**config.mk**
```make
export PLATFORM = sky130hd
export DESIGN_NAME = si_alu_arbiter
export DESIGN_NICKNAME = d
export VERILOG_FILES = /design/src/rtl/si_alu_pkg.sv /design/src/rtl/si_rr_arb2.sv /design/src/rtl/si_alu_arbiter.sv
export SDC_FILE = /design/constraint.sdc
export NUM_CORES = 1
export LEC_CHECK = 0
export ABC_AREA = 1
export CORE_MARGIN = 2
export CORE_UTILIZATION = 39
export CTS_CLUSTER_SIZE = 28
export DETAILED_ROUTE_END_ITERATION = 10
export HOLD_SLACK_MARGIN = 0.08
export PLACE_DENSITY = 0.81
export REMOVE_ABC_BUFFERS = 1
export SETUP_SLACK_MARGIN = 0.02
export SLEW_MARGIN = 10
export SYNTH_ARGS = -nofsm -noshare
export SYNTH_HDL_FRONTEND = slang
export SYNTH_HIERARCHICAL = 1
export SYNTH_SLANG_ARGS = --single-unit
```
**constraint.sdc**
```tcl
create_clock -name CLK -period 1.8 [get_ports CLK]
set_input_delay 0.27 -clock CLK [delete_from_list [all_inputs] [get_ports CLK]]
set_output_delay 0.27 -clock CLK [all_outputs]
set_load 0.02 [all_outputs]
```
**src/rtl/si_alu_pkg.sv**
```systemverilog
// si_alu_pkg: shared definitions for the SI ALU arbitration slice.
//   WORD_W       - datapath word width (32)
//   XOR_ROL..    - SI ALU opcode constants (5..8)
//   arb_state_t  - arbiter FSM state encoding
//   op_is_legal  - true for opcodes the SI ALU implements
package si_alu_pkg;

  localparam int unsigned WORD_W = 32;

  localparam logic [3:0] XOR_ROL = 4'd5;
  localparam logic [3:0] ROR_XOR = 4'd6;
  localparam logic [3:0] ROL_ADD = 4'd7;
  localparam logic [3:0] SUB_ROR = 4'd8;

  typedef enum logic [1:0] {
    IDLE = 2'd0,
    RUN  = 2'd1,
    RESP = 2'd2
  } arb_state_t;

  function automatic logic op_is_legal(input logic [3:0] op);
    return (op >= XOR_ROL) && (op <= SUB_ROR);
  endfunction

endpackage

```
**src/rtl/si_rr_arb2.sv**
```systemverilog
// si_rr_arb2: two-requester round-robin grant.
//   clk, rst_n - clock, async active-low reset
//   req[1:0]   - requester valid bits
//   accept     - the current grant was taken this cycle; advances the pointer
//   grant[1:0] - one-hot grant (zero when no request)
module si_rr_arb2 (
  input  logic       clk,
  input  logic       rst_n,
  input  logic [1:0] req,
  input  logic       accept,
  output logic [1:0] grant
);

  // ID granted most recently; resets to 1 so REQ0 wins the first tie.
  logic last_id;

  always_comb begin
    grant = '0;
    case (req)
      2'b01:   grant = 2'b01;
      2'b10:   grant = 2'b10;
      2'b11:   grant = last_id ? 2'b01 : 2'b10;
      default: grant = '0;
    endcase
  end

  always_ff @(posedge clk or negedge rst_n) begin
    if (!rst_n)      last_id <= 1'b1;
    else if (accept) last_id <= grant[1];
  end

endmodule

```
**src/rtl/si_alu_arbiter.sv**
```systemverilog
// si_alu_arbiter: shares one external combinational SI ALU between two
// requesters. A granted request is iterated ITER+1 times through the ALU,
// feeding the result back as the next RS, then returned on the RSP channel.
//   CLK, RST_N                 - clock, async active-low reset
//   REQn_VALID/READY           - per-requester handshake (n=0,1)
//   REQn_RS/RT/ROT_AM/CNTRL/ITER - operands, shift, opcode, passes-1
//   ALU_RS/RT/ROT_AM/CNTRL     - drive to shared ALU (zero outside RUN)
//   ALU_VAL                    - ALU result
//   RSP_VALID/READY/VAL/ID/ERR - result channel
// Optional: `define SI_ALU_ARB_ILLEGAL_CHK_EN to reject opcodes outside 5..8
// with an immediate error response instead of running them.
module si_alu_arbiter
  import si_alu_pkg::*;
#(
  parameter int unsigned ITER_W = 3
) (
  input  logic              CLK,
  input  logic              RST_N,
  input  logic              REQ0_VALID,
  output logic              REQ0_READY,
  input  logic [WORD_W-1:0] REQ0_RS,
  input  logic [WORD_W-1:0] REQ0_RT,
  input  logic [3:0]        REQ0_ROT_AM,
  input  logic [3:0]        REQ0_CNTRL,
  input  logic [ITER_W-1:0] REQ0_ITER,
  input  logic              REQ1_VALID,
  output logic              REQ1_READY,
  input  logic [WORD_W-1:0] REQ1_RS,
  input  logic [WORD_W-1:0] REQ1_RT,
  input  logic [3:0]        REQ1_ROT_AM,
  input  logic [3:0]        REQ1_CNTRL,
  input  logic [ITER_W-1:0] REQ1_ITER,
  output logic [WORD_W-1:0] ALU_RS,
  output logic [WORD_W-1:0] ALU_RT,
  output logic [3:0]        ALU_ROT_AM,
  output logic [3:0]        ALU_CNTRL,
  input  logic [WORD_W-1:0] ALU_VAL,
  output logic              RSP_VALID,
  input  logic              RSP_READY,
  output logic [WORD_W-1:0] RSP_VAL,
  output logic              RSP_ID,
  output logic              RSP_ERR
);

  arb_state_t state, state_nxt;

  logic [1:0]        grant;
  logic              accept;
  logic              sel_id;
  logic [WORD_W-1:0] sel_rs, sel_rt;
  logic [3:0]        sel_rot, sel_cntrl;
  logic [ITER_W-1:0] sel_iter;

  logic [WORD_W-1:0] acc, rt_q;
  logic [3:0]        rot_q, cntrl_q;
  logic [ITER_W-1:0] cnt;
  logic              id_q;
  logic              in_run, in_resp;

  si_rr_arb2 u_arb (
    .clk    (CLK),
    .rst_n  (RST_N),
    .req    ({REQ1_VALID, REQ0_VALID}),
    .accept (accept),
    .grant  (grant)
  );

  // READY is gated by RST_N so it is low for the whole reset window.
  assign REQ0_READY = (state == IDLE) && RST_N && grant[0];
  assign REQ1_READY = (state == IDLE) && RST_N && grant[1];
  assign accept     = (REQ0_READY && REQ0_VALID) || (REQ1_READY && REQ1_VALID);

  assign sel_id    = grant[1];
  assign sel_rs    = sel_id ? REQ1_RS     : REQ0_RS;
  assign sel_rt    = sel_id ? REQ1_RT     : REQ0_RT;
  assign sel_rot   = sel_id ? REQ1_ROT_AM : REQ0_ROT_AM;
  assign sel_cntrl = sel_id ? REQ1_CNTRL  : REQ0_CNTRL;
  assign sel_iter  = sel_id ? REQ1_ITER   : REQ0_ITER;

`ifdef SI_ALU_ARB_ILLEGAL_CHK_EN
  logic sel_bad;
  logic err_q;
  assign sel_bad = !op_is_legal(sel_cntrl);
`endif

  always_ff @(posedge CLK or negedge RST_N) begin
    if (!RST_N) state <= IDLE;
    else        state <= state_nxt;
  end

  always_comb begin
    state_nxt = state;
    case (state)
      IDLE: begin
        if (accept) begin
          state_nxt = RUN;
`ifdef SI_ALU_ARB_ILLEGAL_CHK_EN
          if (sel_bad) state_nxt = RESP;
`endif
        end
      end
      RUN:     if (cnt == '0) state_nxt = RESP;
      RESP:    if (RSP_READY) state_nxt = IDLE;
      default: state_nxt = IDLE;
    endcase
  end

  always_ff @(posedge CLK or negedge RST_N) begin
    if (!RST_N) begin
      acc     <= '0;
      rt_q    <= '0;
      rot_q   <= '0;
      cntrl_q <= '0;
      cnt     <= '0;
      id_q    <= 1'b0;
`ifdef SI_ALU_ARB_ILLEGAL_CHK_EN
      err_q   <= 1'b0;
`endif
    end else begin
      case (state)
        IDLE: begin
          if (accept) begin
            acc     <= sel_rs;
            rt_q    <= sel_rt;
            rot_q   <= sel_rot;
            cntrl_q <= sel_cntrl;
            cnt     <= sel_iter;
            id_q    <= sel_id;
`ifdef SI_ALU_ARB_ILLEGAL_CHK_EN
            err_q   <= sel_bad;
            if (sel_bad) acc <= '0;
`endif
          end
        end
        RUN: begin
          acc <= ALU_VAL;
          cnt <= cnt - ITER_W'(1);
        end
        default: ;
      endcase
    end
  end

  assign in_run  = (state == RUN);
  assign in_resp = (state == RESP);

  assign ALU_RS     = in_run ? acc     : '0;
  assign ALU_RT     = in_run ? rt_q    : '0;
  assign ALU_ROT_AM = in_run ? rot_q   : '0;
  assign ALU_CNTRL  = in_run ? cntrl_q : '0;

  assign RSP_VALID = in_resp;
  assign RSP_VAL   = in_resp ? acc : '0;
  assign RSP_ID    = in_resp && id_q;
`ifdef SI_ALU_ARB_ILLEGAL_CHK_EN
  assign RSP_ERR   = in_resp && err_q;
`else
  assign RSP_ERR   = 1'b0;
`endif

endmodule
```
Yosys cells after proc, flatten, opt, wreduce, memory -nomap -nowiden. Cells that the tools add are included.

Latch bits: 0. Output and inout bits: 109. Input port bits: 187. Memories: 0. Memory bits (writable): 0. Word-level logic and storage cells: 50. Register bits after elaboration: 79. Memory bits (read-only): 0.

$lt $le $gt $ge: 0. Reduce and logical (&&, ||, !) cells: 13. Bitwise gates (word level): 0. Equality and inequality tests: 8. Divide/modulo/power cells: 0. Shifts and indexed selects: 0. Mux-type cells: 20. Add/sub/neg operators: 1. $mul: 0.

Operators by type and width (count): 32-bit 2-to-1 mux (6); 32-bit one-hot mux with 2 select lines (1); 4-bit 2-to-1 mux (4); 2-bit one-hot mux with 3 select lines (2); 2-bit 2-to-1 mux (4); 2-bit == test, second input constant (3); 1-bit logical AND (6); 3-bit 2-to-1 mux (2); 3-bit one-hot mux with 2 select lines (1); 2-bit by 1-bit == test with 1-bit output, second input constant (2); 2-bit != test, second input constant (2); 2-bit AND reduction (2); 3-bit logical NOT (1); 3-bit AND reduction (1); 3-bit by 1-bit subtractor with 3-bit output, second input constant (1); 2-bit logical NOT (1); 2-bit by 1-bit != test with 1-bit output, second input constant (1); 2-bit nonzero test (1); 1-bit logical OR (1).

Depth between registers and ports, before layout.
Depth in word-level cells: 7. Gate-level depth with buffers: 11. Mapped depth without buffers: 9.

By module. The synthesis kept the hierarchy.

By module, submodules not included: si_alu_arbiter (cells each 793, sequential area each 1951.9 µm², area an instance 5162.5 µm², instances 1); si_rr_arb2 (cells each 9, sequential area each 26.3 µm², area an instance 63.8 µm², instances 1).

Worst setup path after synthesis. Ideal clock, no wire load.

Path kind: register -> output. From: reg state[0]. To: out RSP_VAL[0]. Path buffers: 2. Stages on the path, launching flop included: 6. Data required time: 1.530 ns. Slack: 0.051 ns. Data arrival time: 1.479 ns. Cell sequence: dfrtp_1 -> buf_6 -> nor2_1 -> inv_2 -> clkbuf_1 -> nor2_1.

Longest elaborated chain between the ends: 2.

Ends and longest elaborated chain: start, declared (line si_alu_arbiter.sv:45) `arb_state_t state, state_nxt;`; start signal, assigned (line si_alu_arbiter.sv:88) `else state <= state_nxt;`; 2-bit == test (line si_alu_arbiter.sv:145) `assign in_resp = (state == RESP);`; net RSP_VALID (line si_alu_arbiter.sv:38) `output logic RSP_VALID,`; 32-bit 2-to-1 mux (line si_alu_arbiter.sv:153) `assign RSP_VAL = in_resp ? acc : '0;`; end, declared (line si_alu_arbiter.sv:40) `output logic [WORD_W-1:0] RSP_VAL,`.

The timed path passes the listed nets, and every way through them passes these cells.

Final worst setup path.
From: reg state[0]. To: out ALU_RT[5].

Longest elaborated chain between the ends: 2.

Ends and longest elaborated chain: 2-bit by 1-bit == test with 1-bit output (line si_alu_arbiter.sv:144) `assign in_run = (state == RUN);`; 32-bit 2-to-1 mux (line si_alu_arbiter.sv:148) `assign ALU_RT = in_run ? rt_q : '0;`; end, declared (line si_alu_arbiter.sv:34) `output logic [WORD_W-1:0] ALU_RT,`.

No other way between the ends.

==> results.txt <==
----------------------------------------------------
[Worst setup path]
  Cell-by-cell listing of the critical path ... buf_6 -> nand2_8 -> buf_12 -> nor2_1 -> buf_4
  WP data arrival ... 1.48 ns
  Startpoint Class ... register
  Category of the critical setup timing path ... register to output port
  Origin of the worst setup path ... state[0]
  Worst path max stage delay ... 0.43 ns
  Launch point of the worst reg-to-reg path ... u_arb/last_id
  Top fanout value on the critical path ... 25
  Kind of capture point of the worst setup path ... output port
  Required time worst endpoint ... 1.53 ns
  Worst path slowest cell ... sky130_fd_sc_hd__dfrtp_2

[Timing]
  Final period util ... 97.25%
  Setup violations, final ... 0
  Fmax achieved ... 0.5713 GHz
  Tmin final ... 1.750 ns
  Slew @ Worst Pin ... 1.026 ns
  RSZ-0062 raised after global routing ... true
  Final slew viol count ... 0
  Normalized max-slew margin ... 31.58%
  Hold violation count in the final report ... 0
  Setup clock skew after layout ... 0.003691 ns

[Cells and area]
  Net count, final ... 1286
  Total non-filler cell area in the finished layout ... 8640 µm²
  Area growth syn-to-layout ... 65.31%
  Layout cells sized above 1 ... 19.96%
  Fillers ... 1187
  # diodes ... 0
  Utilization after layout ... 65.50%

[Die]
  Area of the core ... 13190 µm²
  Boundary pin count ... 296
  Starting Density ... 39.62%
  Die Outline Area ... 14340 µm²
  Die width ... 119.8 µm
  Std-Cell Rows ... 42
  Vert. Die Dim ... 119.8 µm

[Hold path]
  Type of the worst min-delay path ... input pin to asynchronous set/reset pin

[Clock network]
  Clock network latency to the later pin of the worst-skew pair ... 0.33 ns
  Inserted Clock Buffers ... 9
  Post-CTS clock slew at the launch and capture registers of the worst setup and hold paths ... 0.06 ns
  Sinks on Clock Net ... 79
  CTS max path bufs ... 2
  Htree depth ... 3
  Clock tree from TritonCTS ... yes
  Clock root buffer ... sky130_fd_sc_hd__clkbuf_16

[Yosys]
  Synthesized-area fraction occupied by ao, oa, aoi and oai cells ... 9.624%
  Share of synthesized cell area in full adder, half adder and majority cells ... 0.4788%
  Flip-flop and latch count after synthesis ... 79
  Mean cell area of the mapped netlist ... 6.517 µm²
  Largest family of logic cells by synthesized area ... simple AND/OR/NAND/NOR gates
  Mux share of post-synthesis cell area ... 0%
  Area of the mapped netlist ... 5226 µm²
  YS warnings ... 6
  Area fraction in and, or, nand and nor cells after synthesis ... 39.10%
  Number of unique standard cell types used by synthesis ... 23
  Portion of the post-synthesis area used by sequential elements ... 37.85%
  Mapped Cells ... 802
  Post-synthesis xor/xnor area fraction ... 0%

[Pwr]
  Total power draw ... 12.41 mW
  P_leak ... 4.441 nW
  IR drop worst, VDD ... 0.5973 mV
  Total power per unit cell area ... 1436 nW/µm²

[Global routing]
  GR Util All Layers ... 25.11%
  Largest net degree at the start of global routing ... 80
  Number of global-route vias before repair ... 5988
  First-pass GRT wire length ... 29.08 mm
  Number of antenna violations at the first check in global routing ... 0
  Global route total overflow ... 0

[Detailed routing]
  Antenna Violating Nets Remaining ... 0
  Initial DRC count ... 395
  Per-cell via count in the routed design ... 4.879
  Average routed wire per standard cell ... 14.48 µm
  Detailed-route wire length ... 18.50 mm
  Total iterations of the first detailed-routing run ... 7
  Highest Signal Layer ... met4
  Met2 routed WL ... 9.064 mm
  M1 WL ... 7.411 mm
  Routed met3 length ... 1.615 mm
  Count of unresolved DRC violations after routing ... 0
  Total vias in the final route ... 6235

[Placed design]
  IO Port Bufs ... 294
  DPL Wire Length ... 13.39 mm
  Routability congestion estimate ... 0.8370
  Total placed instance area ... 8536 µm²

[Run status]
  Outcome ... completed

[Flow run]
  Maxcap violations ... 0

----------------------------------------------------
-- layer usage --
layer,up-vias,GRT usage (%)
li1,3096,-
met1,2830,30.92
met4,0,7.868
met2,281,43.11
met3,28,6.464
met5,-,0
-- final timing paths --
kind	slack [ns]	cells past startpoint	endpoint
worst max-delay path	0.05	5	ALU_RT[5]
worst min-delay path	0.27	2	acc[3]
worst max register to register	0.05	9	acc[4]
worst min register to register	0.49	2	u_arb/last_id
max in group asynchronous	0.84	2	state[0]
min in group CLK	0.49	2	u_arb/last_id
-- area by class of cell --
class	instances	area (µm²)	share of cell area [%]
tap	176	220.2	2.549
timing repair buffer	348	3146	36.41
multi-input combinational	575	2623	30.35
clock inverter	6	115.1	1.332
sequential	79	1979	22.91
inverter	84	317.8	3.678
clock buffer	10	239.0	2.766
-- synth_stat cells (all sizes together) --
cell type / count / share of area, %
o211ai: 24 / 3.4
nand3: 37 / 3.8
a21boi: 1 / 0.14
conb: 1 / 0.072
nand2: 266 / 19
clkbuf: 13 / 0.93
inv: 84 / 6.0
or2: 25 / 3.0
ha: 2 / 0.48
o21ai: 63 / 6.0
and2: 1 / 0.12
buf: 51 / 5.9
dfstp: 1 / 0.50
nand4: 37 / 4.4
nor2: 118 / 8.6
dfrtp: 78 / 37
-- metrics by stage --
stage	instances	hold WS (ns)	setup slack [ns]	setup TNS (ns)
floorplan	738	-0.02559	-3.033	-296.10
global placement	1256	0.4671	-0.2868	-13.42
detailed placement	1256	0.4747	-0.2923	-14.84
CTS	1275	0.3002	-0.09835	-0.09835
global route	1278	0.3336	-0.01154	-0.04420
finish	1278	0.2681	0.04952	0
-- critical path, delay by kind of cell, from the launching register on --
family / cells / cell delay [ns]
DFF: 1 / 0.43
buffers and inverters: 3 / 0.47
and+or+nand+nor: 2 / 0.22
-- report_power, final --
part | total, mW | switching (mW) | internal [mW]
sequential | 3.02 | 0.375 | 2.65
combinational | 7.24 | 4.26 | 2.98
clock | 2.14 | 0.740 | 1.40
-- flip-flops by register name, summed over array words and instances, names as in the netlist --
name	cells
acc	32
cnt	3
cntrl_q	4
id_q	1
rot_q	4
rt_q	32
state	2
u_arb/last_id	1
-- cells by family after synthesis --
logic type | count (synthesis)
other | 1
buffers and inverters | 148
AND/OR/NAND/NOR | 484
flip-flops | 79
AO/OA/AOI/OAI | 88
adder cells (fa/ha/maj) | 2
-- cell usage in the layout (no fill, tap or decap), types with 2 or more instances in the layout --
master	instances
sky130_fd_sc_hd__inv_1	81
sky130_fd_sc_hd__buf_8	2
sky130_fd_sc_hd__buf_12	12
sky130_fd_sc_hd__or2_4	2
sky130_fd_sc_hd__nand2_2	2
sky130_fd_sc_hd__buf_4	61
sky130_fd_sc_hd__ha_1	2
sky130_fd_sc_hd__inv_2	2
sky130_fd_sc_hd__o211ai_1	24
sky130_fd_sc_hd__nor2_4	2
sky130_fd_sc_hd__buf_6	5
sky130_fd_sc_hd__or2_2	23
sky130_fd_sc_hd__clkbuf_16	11
sky130_fd_sc_hd__nand3_1	36
sky130_fd_sc_hd__nand4_1	37
sky130_fd_sc_hd__dfrtp_1	77
sky130_fd_sc_hd__nand2_1	263
sky130_fd_sc_hd__inv_6	2
sky130_fd_sc_hd__clkdlybuf4s50_1	185
sky130_fd_sc_hd__bufinv_16	3
sky130_fd_sc_hd__o21ai_0	63
sky130_fd_sc_hd__buf_2	78
sky130_fd_sc_hd__nor2_1	112
sky130_fd_sc_hd__nor2_2	4
-- what timing repair did --
item | CTS | global route
gates cloned | 2 | 2
resized for setup | 440 | 46
pin swaps | 0 | 5
setup buffers | 1 | 1
setup endpoints to repair | 108 | 105
hold buffers | 0 | 0
Power figures use the tool's default switching activity.
==> RTL edit 1: new RTL, same settings <==
Encoding of `arb_state_t`: now one-hot (3 bits for 3 states).
--- a/src/rtl/si_alu_pkg.sv
+++ b/src/rtl/si_alu_pkg.sv
@@ -14,6 +14,6 @@
 
-  typedef enum logic [1:0] {
-    IDLE = 2'd0,
-    RUN  = 2'd1,
-    RESP = 2'd2
+  typedef enum logic [2:0] {
+    IDLE = 3'b001,
+    RUN  = 3'b010,
+    RESP = 3'b100
   } arb_state_t;
Behaviour: same outputs for any inputs over 10 cycles, from zero or initial values and one cycle with RST_N low; not proved beyond that.
==> RTL edit 1 against the original RTL <==
- the run now ends with setup timing left
- sequential cell count is 1 higher
- total power decreased by 3.5%
- largest cell class unchanged
- largest power group unchanged
- cell area grew 18%
- synthesized area is 3.8% higher
- routed wire length increased by 14%
- global-route usage rose by 0.35 points
- die area is 3.7% higher
- setup slack got worse by 150 ps
- highest routed layer unchanged
==> RTL edit 1: results (changes against the original RTL) <==
Routing:
- The via total after detailed routing is 6,129 (-1.7%).
- The met1 routed wirelength after detailed routing is 7681 um (+3.6%).
- The per-cell via count in the routed design is 4.807 (-1.5%).
- The routed length on met3 was 1687 um (+4.5%).

Timing:
- The accumulated negative setup slack is -3351 ps (-3351 ps).
- The final setup violation count was 83 (+83).
- The post-layout worst setup margin is -96.02 ps (-145.5 ps).
- The smallest hold slack is 78.49 ps (-189.6 ps).

GRT:
- The overall fraction of global-route tracks in use came to 25.47% (+0.35 points).
- The met1 usage in global routing is 28.40% (-2.5 points).
- The met2 track demand over resource in global routing is 47.35% (+4.2 points).
- The maximum number of pins on one net before global-route repair came to 81 (+1.3%).
- The met3 track utilization from global routing was 6.601% (+0.14 points).

Power and ir drop:
- The total power divided by cell area is 1174 nW/um^2 (-18%).
- The power of the combinational group came to 6760 uW (-6.6%).
- The leakage power came to 0.004956 uW (+12%).
- The largest voltage drop on the vdd net is 0.0006288 V (+5.3%).
- The cell internal power dissipation is 7105 uW (+1.0%).

Setup path:
- The slowest stage of the critical path belongs to the cell dfstp_2.
- The endpoint of the worst register-to-register path is acc[20]$_DFFE_PN0P_.
- In this run the worst setup path terminates at RSP_VAL[16].
- The reg-to-reg setup timing slack is -50 ps (-100 ps).
- The delay of the slowest cell on the worst path came to 390 ps (-40 ps).
- The data arrival time of the critical path is 1630 ps (+150 ps).
- In this run the worst setup path begins at state[0]$_DFFE_PN1P_.

Finish:
- The fraction of final layout cells with drive strength greater than 1 was 36.07% (+16 points).
- The net total in the final layout is 1,279 (-0.54%).

Placement:
- The final RePlAce weighted congestion is 0.8096 (-3.3%).
- The number of placed cells counting well taps is 1,217 (-3.1%).
- The half-perimeter wire length of the detailed placement result is 13,030 um (-2.7%).
- The worst slack after detailed placement came to -250.1 ps (+42.22 ps).

Outcome:
- The final reports fail on setup timing.
- The run finished, with violations left.

Synthesis:
- In the post-synthesis netlist, the biggest area contributors are dfrtp_1 (36%), nand2_1 (11%), mux2_2 (8.3%), inv_1 (8.0%), nor2_1 (7.3%).
- The count of cell types in the netlist is 28 (+22%).
- In the synthesized netlist, the cells that appear most often are nand2_1 (155), inv_1 (116), nor2_1 (106), dfrtp_1 (78), o21ai_0 (59).
- The share of the yosys chip area belonging to registers is 36.95% (-0.90 points).

Clock tree:
- The quantity of gates resized following cts is 439 (-0.23%).
RTL edit 1: cell count changes in the layout (fill, tap and decap cells not counted), sizes merged, moves of 25 or more:
cell and change:
inv +31, mux2 +40, nand2 -74, or2 -25, o21ai +49, nand4 -35
RTL edit 1: area by class of cell:
class	count	area, um^2
repair buffers	380	4040
multi-input cells	502	3142
flip-flops and latches	80	2006
fillers	1019	3520
clock inverters	7	120.1
inverters	117	441.7
clock buffers	9	225.2
well taps	180	225.2
RTL edit 1: worst max-delay path: cells and delay by family (launching register included):
kind                   cells  cell delay, ps
buffers and inverters      4             570
AND/OR/NAND/NOR            2             340
flip-flops                 1             390
RTL edit 1: cell families after synthesis:
kind of cell    count (synthesis)  share of synthesized area (%)
simple gates                  339                          26.71
buf+inv                       167                          14.48
compound gates                116                          13.03
flops                          80                          36.95
mux                            40                          8.303
fa+ha+maj                       2                         0.4612
other cells                     1                        0.06912
==> RTL edit 2: new RTL, config.mk and constraints unchanged <==
Without the edit above. Set the package constant `WORD_W` to 28 (it was 32). Comments in the files are not updated.
--- a/src/rtl/si_alu_pkg.sv
+++ b/src/rtl/si_alu_pkg.sv
@@ -7,3 +7,3 @@
 
-  localparam int unsigned WORD_W = 32;
+  localparam int unsigned WORD_W = 28;
 
Ports: changed (8 resized); port bits go from 296 to 264. The function was not compared with the original's and may differ.
==> RTL edit 2 against the original RTL <==
- the flow now finishes with violations (DRC, setup timing)
- largest power group unchanged
- sequential cell count down 8
- non-clock buffer count down 26
- setup slack worse by 50 ps
- critical path type is now reg -> reg
- synthesized area down 11%
- cell area down 4.6%
- routed wire length down 2.9%
- total power down 4.6%
- highest routed layer unchanged
==> RTL edit 2: results (changes against the original RTL) <==
Synthesis:
- After synthesis, the cell types taking the most area are dfrtp_1 (38%), nand2_1 (20%), nor2_1 (8.4%), inv_1 (6.1%), nand4_1 (4.2%).
- The commonest cells after synthesis are nand2_1 (242), nor2_1 (104), inv_1 (75), dfrtp_1 (70), o21ai_0 (33).
- The synthesized netlist cell count is 718 (-10%).
- The count of cell types in the netlist came to 22 (-4.3%).
- The share of the yosys chip area belonging to registers is 38.27% (+0.42 points).

Timing:
- The slew at the pin closest to its max-slew limit is 904.8 ps (-121.5 ps).
- The final setup violation count is 1 (+1).
- The smallest hold slack is 255.7 ps (-12.37 ps).
- The post-layout worst setup margin is -0.9157 ps (-50.44 ps).
- The setup skew after layout is 5.732 ps (+2.041 ps).

GRT:
- The maximum number of pins on one net before global-route repair is 72 (-10%).
- The number of global-route vias before repair is 5,418 (-9.5%).
- The met2 track demand over resource in global routing is 43.55% (+0.45 points).
- The met1 usage in global routing is 29.79% (-1.1 points).

Placement:
- The half-perimeter wire length of the detailed placement result was 12,110 um (-9.6%).
- The post-placement cell area is 7596 um^2 (-11%).
- The worst slack after detailed placement is -227.9 ps (+64.40 ps).
- The final RePlAce weighted congestion is 0.8793 (+5.1%).
- The number of placed cells counting well taps is 1,112 (-11%).

Routing:
- The overall routed net length is 17,970 um (-2.9%).
- The iteration count of the initial detailed-routing pass was 8 (+1).
- The detailed-route wire length per cell was 15.71 um (+8.5%).
- The final routed DRC violation total is 20 (+20).
- The number of DRC markers after the initial detailed-route iteration is 320 (-19%).

Finish:
- The net total in the final layout came to 1,165 (-9.4%).
- The fraction of final layout cells with drive strength greater than 1 is 25.87% (+5.9 points).

Setup path:
- The cell with the biggest individual delay on the critical path is dfrtp_1.
- The maximum fanout along the worst path is 7 (-72%).

Power and ir drop:
- The power of the combinational group is 7360 uW (+2%).
- The part of the power in registers was 22.9% (-1.5 points).
- The cell internal power dissipation is 6604 uW (-6.1%).

Outcome:
- The final reports fail on DRC, setup timing.
- The run finished, with violations left.
==> RTL edit 2: cell families after synthesis <==
kind of cell | count (synthesis) | synth area share (%)
compound gates | 79 | 9.696
other cells | 1 | 0.08072
buf+inv | 131 | 12.20
simple gates | 434 | 39.21
flops | 71 | 38.27
fa+ha+maj | 2 | 0.5386
==> RTL edit 2: cell type report <==
class                           count  area, um^2
Clock buffer                        9       225.2
Clock inverter                      7       72.57
Fill cell                         987        3273
Inverter                           75       286.5
Multi-Input combinational cell    517        2554
Sequential cell                    71        1778
Tap cell                          143       178.9
Timing Repair Buffer              322        3148
==> RTL edit 2: what timing repair did <==
item,in CTS,in global routing
pin swaps,1,5
gates cloned,1,11
setup buffers,0,4
endpoints found under the hold margin,0,0
setup endpoints to repair,97,161
resized for setup,269,286
==> RTL edit 2: layer usage <==
layer  wire length [um]  part of all wire, %
met1               7158                   40
met2               8739                   49
met3               1563                  8.7
met4                506                  2.8
met5                  0                    0
